<file path="src/rtl/irq_sched.sv">
`default_nettype none
// ============================================================================
// Module      : irq_sched
// Description : Interrupt scheduler between the I/O devices and cp0.
//               Owns a free-running 32-bit cycle counter with a compare
//               register (timer source, pending bit 0). It edge-detects NSRC
//               external lines (pending bits 1..NSRC), applies a mask, and
//               drives the single request line into cp0 TimerInterrupt.
//               Software accesses it through five memory-mapped words at BASE:
//                 +0  CYCLE (RO)   +4  CMP (RW)   +8  PEND (RO, W1C)
//                 +12 MASK  (RW)   +16 CLAIM (RO, read claims lowest bit)
// Ports       : clock    - rising-edge clock
//               reset    - asynchronous active-low reset
//               address  - byte address from the datapath ALU
//               wr_data  - store data
//               MemRead  - load strobe
//               MemWrite - store strobe
//               irq_src  - external interrupt lines, level, active-high
//               rd_data  - load data, 0 when this block is not read
//               hit      - address decodes to one of the five registers
//               irq      - |(pend & mask), to cp0 TimerInterrupt
// Config      : `define IRQ_SCHED_SYNC_EN adds a 2-flop synchronizer on
//               irq_src ahead of the edge detector (+2 cycles of latency).
// Revision    : 1.0 - initial release
// ============================================================================
module irq_sched #(
    parameter int unsigned NSRC = 4,
    parameter logic [31:0] BASE = 32'hffff0020
) (
    input  logic            clock,
    input  logic            reset,
    input  logic [31:0]     address,
    input  logic [31:0]     wr_data,
    input  logic            MemRead,
    input  logic            MemWrite,
    input  logic [NSRC-1:0] irq_src,
    output logic [31:0]     rd_data,
    output logic            hit,
    output logic            irq
);

    localparam int unsigned c_W         = NSRC + 1;
    localparam logic [2:0]  c_SEL_CYCLE = 3'd0;
    localparam logic [2:0]  c_SEL_CMP   = 3'd1;
    localparam logic [2:0]  c_SEL_PEND  = 3'd2;
    localparam logic [2:0]  c_SEL_MASK  = 3'd3;
    localparam logic [2:0]  c_SEL_CLAIM = 3'd4;

    logic [31:0]     r_cycle;
    logic [31:0]     r_cmp;
    logic [c_W-1:0]  r_pend;
    logic [c_W-1:0]  r_mask;
    logic [NSRC-1:0] r_prev;

    logic [NSRC-1:0] w_src;
    logic [31:0]     w_off;
    logic [2:0]      w_sel;
    logic            w_rd;
    logic            w_wr;
    logic [c_W-1:0]  w_active;
    logic [c_W-1:0]  w_first;
    logic [4:0]      w_idx;
    logic            w_any;
    logic            w_claim;
    logic [c_W-1:0]  w_set;
    logic [c_W-1:0]  w_clr;

    // ------------------------------------------------------------------
    // Optional input synchronizer
    // ------------------------------------------------------------------
`ifdef IRQ_SCHED_SYNC_EN
    logic [NSRC-1:0] r_sync1;
    logic [NSRC-1:0] r_sync2;

    always_ff @(posedge clock or negedge reset) begin
        if (!reset) begin
            r_sync1 <= '0;
            r_sync2 <= '0;
        end else begin
            r_sync1 <= irq_src;
            r_sync2 <= r_sync1;
        end
    end

    assign w_src = r_sync2;
`else
    assign w_src = irq_src;
`endif

    // ------------------------------------------------------------------
    // Address decode. Subtracting BASE first makes addresses below BASE
    // wrap to large offsets, so a single upper-bound compare covers both
    // ends of the window.
    // ------------------------------------------------------------------
    assign w_off = address - BASE;
    assign hit   = (w_off[1:0] == 2'b00) && (w_off <= 32'd16);
    assign w_sel = w_off[4:2];
    assign w_rd  = MemRead && hit;
    assign w_wr  = MemWrite && hit;

    // ------------------------------------------------------------------
    // Lowest-numbered active bit for CLAIM
    // ------------------------------------------------------------------
    assign w_active = r_pend & r_mask;
    assign irq      = |w_active;

    always_comb begin
        w_idx   = '0;
        w_first = '0;
        w_any   = 1'b0;
        for (int i = 0; i < int'(c_W); i++) begin
            if (w_active[i] && !w_any) begin
                w_idx      = 5'(i);
                w_first[i] = 1'b1;
                w_any      = 1'b1;
            end
        end
    end

    assign w_claim = w_rd && (w_sel == c_SEL_CLAIM) && w_any;

    // Timer match uses the pre-edge counter and compare values.
    assign w_set = {w_src & ~r_prev, (r_cycle == r_cmp)};
    assign w_clr = ((w_wr && (w_sel == c_SEL_PEND)) ? wr_data[c_W-1:0] : '0)
                 | (w_claim ? w_first : '0);

    // ------------------------------------------------------------------
    // State
    // ------------------------------------------------------------------
    always_ff @(posedge clock or negedge reset) begin
        if (!reset) begin
            r_cycle <= '0;
            r_cmp   <= '1;
            r_pend  <= '0;
            r_mask  <= '0;
            r_prev  <= '0;
        end else begin
            r_cycle <= r_cycle + 32'd1;
            r_prev  <= w_src;
            // Set has priority over a same-cycle clear.
            r_pend  <= (r_pend & ~w_clr) | w_set;
            if (w_wr && (w_sel == c_SEL_CMP)) begin
                r_cmp <= wr_data;
            end
            if (w_wr && (w_sel == c_SEL_MASK)) begin
                r_mask <= wr_data[c_W-1:0];
            end
        end
    end

    // ------------------------------------------------------------------
    // Read mux, combinational for the single-cycle datapath
    // ------------------------------------------------------------------
    always_comb begin
        rd_data = '0;
        if (w_rd) begin
            case (w_sel)
                c_SEL_CYCLE: rd_data = r_cycle;
                c_SEL_CMP:   rd_data = r_cmp;
                c_SEL_PEND:  rd_data = 32'(r_pend);
                c_SEL_MASK:  rd_data = 32'(r_mask);
                c_SEL_CLAIM: rd_data = w_any ? 32'(w_idx) : 32'hffffffff;
                default:     rd_data = '0;
            endcase
        end
    end

endmodule
`default_nettype wire

</file>
<file path="config.mk">
export PLATFORM = sky130hd
export DESIGN_NAME = irq_sched
export DESIGN_NICKNAME = d
export VERILOG_FILES = /design/src/rtl/irq_sched.sv
export SDC_FILE = /design/constraint.sdc
export NUM_CORES = 1
export LEC_CHECK = 0
export BUFFER_PORTS_ARGS = -buffer_cell sky130_fd_sc_hd__buf_2
export CORE_ASPECT_RATIO = 0.75
export CORE_MARGIN = 8
export CORE_UTILIZATION = 40
export DETAILED_ROUTE_END_ITERATION = 7
export PLACE_DENSITY = 0.73
export SLEW_MARGIN = 20
export SYNTH_ARGS = -nofsm -noshare
export SYNTH_HDL_FRONTEND = slang
export SYNTH_SLANG_ARGS = --single-unit
</file>
<file path="constraint.sdc">
create_clock -name clock -period 2.7 [get_ports clock]
set_input_delay 0.27 -clock clock [delete_from_list [all_inputs] [get_ports clock]]
set_output_delay 0.27 -clock clock [all_outputs]
set_load 0.005 [all_outputs]
</file>
==> results of run 1 <==
==> final cells by class <==
class / instances / area share
Multi-Input combinational cell: 340 / 0.432
Timing Repair Buffer: 148 / 0.155
Clock inverter: 3 / 0.00750
Clock buffer: 13 / 0.0405
Sequential cell: 78 / 0.323
Tap cell: 162 / 0.0328
Inverter: 14 / 0.00892
==> per-layer routing <==
metal	vias up	wire length (µm)
met3	16	1150
li1	1968	-
met1	2149	6590
met5	-	0
met2	182	6710
met4	0	145
==> metrics by stage <==
stage	setup TNS, ns	cell area, µm²
after global routing	-8.19	6170
after CTS	-2.10	6050
after global placement	-17.09	5650
final	-3.33	6170
after detailed placement	-23.63	5650
after floorplan	-0.270	4740
==> placed cells by master, fill, tap and decap left out, types with 6 or more instances in the layout <==
cell type and count:
buf_2 103, nor3_1 9, mux2_1 30, nand2_1 22
buf_4 35, a221oi_1 28, and3_1 6, nor2_1 35
nand3_1 18, xor2_1 6, xnor2_1 57, nand4_1 29
a21oi_1 8, dfrtp_1 46, clkbuf_16 11, dfstp_2 32
mux2_2 9, inv_1 12
==> flip-flops by register name (all words and copies together) (netlist names) <==
register / flops
r_cycle: 32
r_pend: 5
r_prev: 4
r_cmp: 32
r_mask: 5
==> cells by family (layout without fill, tap and decap cells) <==
group | after synthesis | count (layout) | synth area share
AO/OA/AOI/OAI | 74 | 74 | 0.126
XOR/XNOR | 63 | 63 | 0.117
adder cells (fa/ha/maj) | 2 | 2 | 0.00529
buffers and inverters | 43 | 178 | 0.0400
flip-flops | 78 | 78 | 0.421
multiplexers | 43 | 43 | 0.112
AND/OR/NAND/NOR | 158 | 158 | 0.178
==> power by group through the flow <==
| stage | Clock, µW | Sequential, µW | Combinational [µW] |
|---|---|---|---|
| 2_1_floorplan | 0 | 1190 | 79.7 |
| 3_3_place_gp | 0 | 1190 | 211 |
| 3_5_place_dp | 0 | 1190 | 220 |
| 4_1_cts | 1250 | 1180 | 233 |
| 5_1_grt | 1290 | 1170 | 258 |
| 6_report | 1230 | 1180 | 237 |
==> synth_stat cells (all sizes together), types with 2 or more instances <==
master  instances
a21boi          3
nor3           12
inv            14
and4            5
and3            6
o31ai           5
or2             2
xnor2          57
nor3b           3
dfstp          32
a21oi           9
nor4            5
nand2          22
nand3          19
a41o            2
xor2            6
nand2b          2
ha              2
o21a            2
and2            4
o22ai           4
a221oi         28
dfrtp          46
mux4            4
nor2           45
o211ai          2
a22oi           3
o21ai           2
mux2           39
a211oi          2
nand4          29
clkbuf         22
buf             7
==> path summary, 6_finish.rpt <==
kind                       cells past startpoint                 start                     to
setup reg to reg                               8  r_cycle[3]$_DFF_PN0_  r_cycle[29]$_DFF_PN0_
hold reg to reg                                1   r_prev[0]$_DFF_PN0_    r_pend[1]$_DFF_PN0_
min in group asynchronous                      2                 reset  r_cycle[14]$_DFF_PN0_
hold / removal                                 1            irq_src[0]    r_prev[0]$_DFF_PN0_
setup / recovery                              12            address[5]            rd_data[11]
max in group asynchronous                      3                 reset  r_cmp[28]$_DFFE_PN1P_
==> repair_timing <==
action	CTS	global route
setup buffers	1	3
gates resized for setup	23	10
gates cloned	0	2
hold buffers	1	0
setup endpoints to repair	49	63
endpoints found under the hold margin	5	0
pin swaps	3	2
==> flow_summary.json, run 1 <==
{
  "status": "finished, violations left",
  "violations": "negative setup slack",
  "synth.cell_area_um2": 4730,
  "p_total_uw": 2640,
  "core_area_um2": 11600,
  "antenna_found_initial": 0,
  "vdd_drop_max_v": 0.000301,
  "cts_sinks": 78,
  "setup_slack_ns": -0.150,
  "register_area_um2": 1990,
  "synth_edf_count": 0,
  "p_switching_uw": 621,
  "first_iter_violations": 393,
  "first_global_vias": 4338,
  "grt_pass1_wl_um": 22600,
  "power.share.sequential": 0.445,
  "met2_usage": 0.292,
  "grt_max_degree": 31,
  "io_pins": 106,
  "slew_viol_final": 0,
  "ant_nets": 0,
  "h-tree-depth": 3,
  "fmax_mhz": 351,
  "syn-num-nets": 535,
  "hp-class": "in2reg",
  "critPathMaxFanout": 19,
  "vias_per_cell": 5.69,
  "fin_cells": 758,
  "wire_per_inst_um": 19.2,
  "rsz0062_at_grt": "true",
  "setup_viol": 32,
  "r2r_slack_ns": 0.26,
  "met1_usage": 0.243,
  "yosysSeqAreaShare": 0.421,
  "period_share": 1.06,
  "critPathBufInv": 4,
  "synth_top_cell_by_area": "dfrtp_1",
  "slowest_delay_ns": 0.42,
  "die_h_um": 110,
  "cts.reportedPaths.clkPinSlew_ns": 0.06,
  "powerDensity_nw_per_um2": 428,
  "clock_power_share": 0.465,
  "synth_seq_cells": 78,
  "rows": 34,
  "swShare": 0.235,
  "dp_slack_ns": -0.401,
  "synth_flop_cell": "dfrtp_1",
  "cp-end-kind": "primary output",
  "clockBufferDepth": 2,
  "finish.utilization": 0.534,
  "cts-buffers-inserted": 9,
  "cts-root-buf": "clkbuf_16",
  "top_usage_layer": "met2",
  "crit_slowest_cell": "a2111o_1",
  "tightest_slew_ns": 0.619,
  "p_comb_frac": 0.090,
  "path_class": "in2out",
  "required_ns": 2.43,
  "dpl.cell_count": 735,
  "syn_inst": 461,
  "whs_ns": 0.0430,
  "cts_tree": "done",
  "die_w_um": 142,
  "layout_min_cycle_time_ns": 2.85,
  "arrival_ns": 2.58,
  "drc": 0,
  "leakage_uw": 0.00261,
  "slew_headroom": 0.587,
  "layout.nets": 665,
  "drive_above_1_share": 0.389,
  "ys_warn_count": 0,
  "yosysTopAreaCellShare": 0.244,
  "worstPathCellList": "buf_8 > inv_4 > ha_4 > nor3b_4 > nand3_2 > a2111o_1 > a2111oi_4 > o2111ai_2 > or2_4 > buf_12 > nor2_1 > buf_2",
  "finalHoldViolCount": 0,
  "num_vias": 4315,
  "met3_usage": 0.0542,
  "place_congestion": 0.905,
  "max-cap-violations": 0,
  "synth-async-reset-ratio": 1.00,
  "startpoint_type": "input pin",
  "grt_overflow": 0,
  "syn2layout_area_growth_pct": 30.7,
  "multiInputGateArea_um2": 2670,
  "ys_types": 56,
  "cp_top_family": "compound AO/OA/AOI/OAI gates",
  "synthTopCellsByArea": "dfrtp_1 (24%), dfstp_2 (18%), xnor2_1 (11%)",
  "clk_latency_ns": 0.35,
  "portBuffers": 105,
  "wl_um": 14600,
  "hpwl_um": 10700,
  "grt_usage": 0.183,
  "p_int_uw": 2020,
  "antenna_cells": 0,
  "finClkSkew_ns": 0.00782,
  "n_fill_cell": 1058,
  "synth.avg_cell_area_um2": 10.3,
  "dieArea_um2": 15600,
  "initial_core_util": 0.408,
  "firstDrtPassIters": 5
}
(Power assumes the default switching activity.)
==> inputs of run 2 (changes only) <==
- PLACE_DENSITY: 0.73 -> 0.62
==> run 2 against run 1 <==
Net effect: the flow still finishes with violations (negative setup slack); critical path depth unchanged; maximum frequency down 0.11%; final area up 5.4%; setup slack worse by 0.0031 ns; sequential share of layout area down 1.7 points; clock-buffer cell count down 2; global-route usage up 0.47 points; non-clock buffer count up 2; sequential cell count unchanged; via count down 0.93%; largest cell class unchanged.
==> flow_summary.json, run 2 (synthesized netlist as in run 1, its figures left out) <==
{
  "portBuffers": 105,
  "path_class": "in2out",
  "finClkSkew_ns": 0.00789,
  "reg2reg_to": "r_cycle[30]$_DFF_PN0_",
  "crit_slowest_cell": "a2111o_1",
  "whs_ns": 0.0499,
  "first_iter_violations": 282,
  "syn2layout_area_growth_pct": 37.7,
  "num_vias": 4275,
  "ant_nets": 0,
  "powerDensity_nw_per_um2": 452,
  "setup_tns_ns": -3.67,
  "max-cap-violations": 0,
  "initial_core_util": 0.408,
  "critPathMaxFanout": 8,
  "r2r_slack_ns": 0.39,
  "cts-buffers-inserted": 9,
  "hpwl_um": 10400,
  "layout_common_cells": "buf_2 (93), xnor2_1 (57), dfrtp_1 (46)",
  "crit_end": "rd_data[11]",
  "r2r-start": "r_cycle[0]$_DFF_PN0_",
  "rows": 34,
  "grt_max_degree": 79,
  "startpoint_type": "input pin",
  "p_int_uw": 2310,
  "layout_min_cycle_time_ns": 2.85,
  "multiInputGateArea_um2": 2810,
  "p_switching_uw": 636,
  "setup_viol": 32,
  "cts_sinks": 78,
  "io_pins": 106,
  "reg_top3": "r_cmp x32, r_cycle x32",
  "grt_usage": 0.188,
  "register_area_um2": 1990,
  "drc": 0,
  "clockBufferDepth": 2,
  "cp-end-kind": "primary output",
  "cts.reportedPaths.clkPinSlew_ns": 0.06,
  "power.share.sequential": 0.399,
  "vdd_drop_max_v": 0.000322,
  "wl_um": 14700,
  "clk_latency_ns": 0.34,
  "swShare": 0.216,
  "required_ns": 2.43,
  "slew_viol_final": 0,
  "leakage_uw": 0.00272,
  "slowest_delay_ns": 0.42,
  "clock_power_share": 0.516,
  "fmax_mhz": 351,
  "n_fill_cell": 1021,
  "layout.nets": 667,
  "finalHoldViolCount": 0,
  "grt_pass1_wl_um": 23300,
  "reg2regPathDepth": 6,
  "dieArea_um2": 15600,
  "slew_headroom": 0.666,
  "h-tree-depth": 3,
  "startpoint": "address[5]",
  "arrival_ns": 2.58,
  "tightest_slew_ns": 0.501,
  "violations": "negative setup slack",
  "first_global_vias": 4335,
  "place_congestion": 0.934,
  "status": "finished, violations left",
  "grt_overflow": 0,
  "die_h_um": 110,
  "core_area_um2": 11600,
  "final_common_cell": "buf_2",
  "antenna_found_initial": 0,
  "cts_tree": "done",
  "firstDrtPassIters": 5,
  "rsz0062_at_grt": "true",
  "setup_slack_ns": -0.153,
  "hp-class": "in2reg",
  "vias_per_cell": 5.63,
  "worstPathCellList": "buf_8 > inv_4 > ha_4 > nor3b_4 > nand3_2 > a2111o_1 > a2111oi_4 > o2111ai_2 > or2_4 > buf_12 > nor2_4 > buf_2",
  "p_comb_frac": 0.085,
  "drive_above_1_share": 0.426,
  "die_w_um": 142,
  "period_share": 1.06,
  "wire_per_inst_um": 19.3,
  "antenna_cells": 0,
  "cts-root-buf": "clkbuf_16"
}
-- run 2: area by class of cell --
class / count / area share
Clock buffer: 11 / 0.0373
Clock inverter: 5 / 0.0198
Inverter: 14 / 0.00884
Multi-Input combinational cell: 340 / 0.432
Sequential cell: 78 / 0.306
Tap cell: 162 / 0.0311
Timing Repair Buffer: 150 / 0.165
-- run 2: how the worst min path moves through the flow --
| stage | start | to | cells past startpoint |
|---|---|---|---|
| after floorplan | reset | r_cycle[0]$_DFF_PN0_ | 0 |
| after global placement | irq_src[3] | r_prev[3]$_DFF_PN0_ | 1 |
| after detailed placement | irq_src[0] | r_prev[0]$_DFF_PN0_ | 1 |
| after CTS | irq_src[0] | r_prev[0]$_DFF_PN0_ | 1 |
| after global routing | irq_src[0] | r_prev[0]$_DFF_PN0_ | 1 |
| final | irq_src[0] | r_prev[0]$_DFF_PN0_ | 1 |
-- run 2: metal layers --
layer,up-vias,global-route usage,wire length [µm]
met4,0,0.0397,136
met5,-,0,0
met3,14,0.0473,883
met2,158,0.295,6590
li1,1968,-,-
met1,2135,0.259,7040
-- run 2: what timing repair did --
action,CTS,global route
setup buffers,2,1
endpoints found under the setup margin,33,62
endpoints found under the hold margin,0,8
gates cloned,1,3
hold buffers,0,1
pin swaps,14,21
resized for setup,45,38
-- run 2: worst max-delay path: cells and delay by family --
family / cells / cell delay [ns]
adder cells (fa/ha/maj): 1 / 0.13
AND/OR/NAND/NOR: 4 / 0.80
AO/OA/AOI/OAI: 3 / 0.91
buffers and inverters: 4 / 0.46
-- run 2: power groups by stage --
stage	Sequential, µW	Combinational [µW]	Clock, µW
6_report	1180	251	1520
5_1_grt	1170	273	1580
2_1_floorplan	1190	79.7	0
3_3_place_gp	1190	214	0
4_1_cts	1180	235	1530
3_5_place_dp	1190	217	0
-- run 2: per-stage QoR --
stage          utilization  setup slack (ns)  area (µm²)  std cells  total power (µW)
6_report             0.563            -0.153        6510        760              2940
2_1_floorplan            -          -0.00901        4740        461              1270
4_1_cts              0.540            -0.138        6250        754              2940
3_5_place_dp         0.487            -0.305        5640        735              1410
3_3_place_gp         0.487            -0.243        5640        735              1410
5_1_grt              0.563            -0.247        6510        760              3030
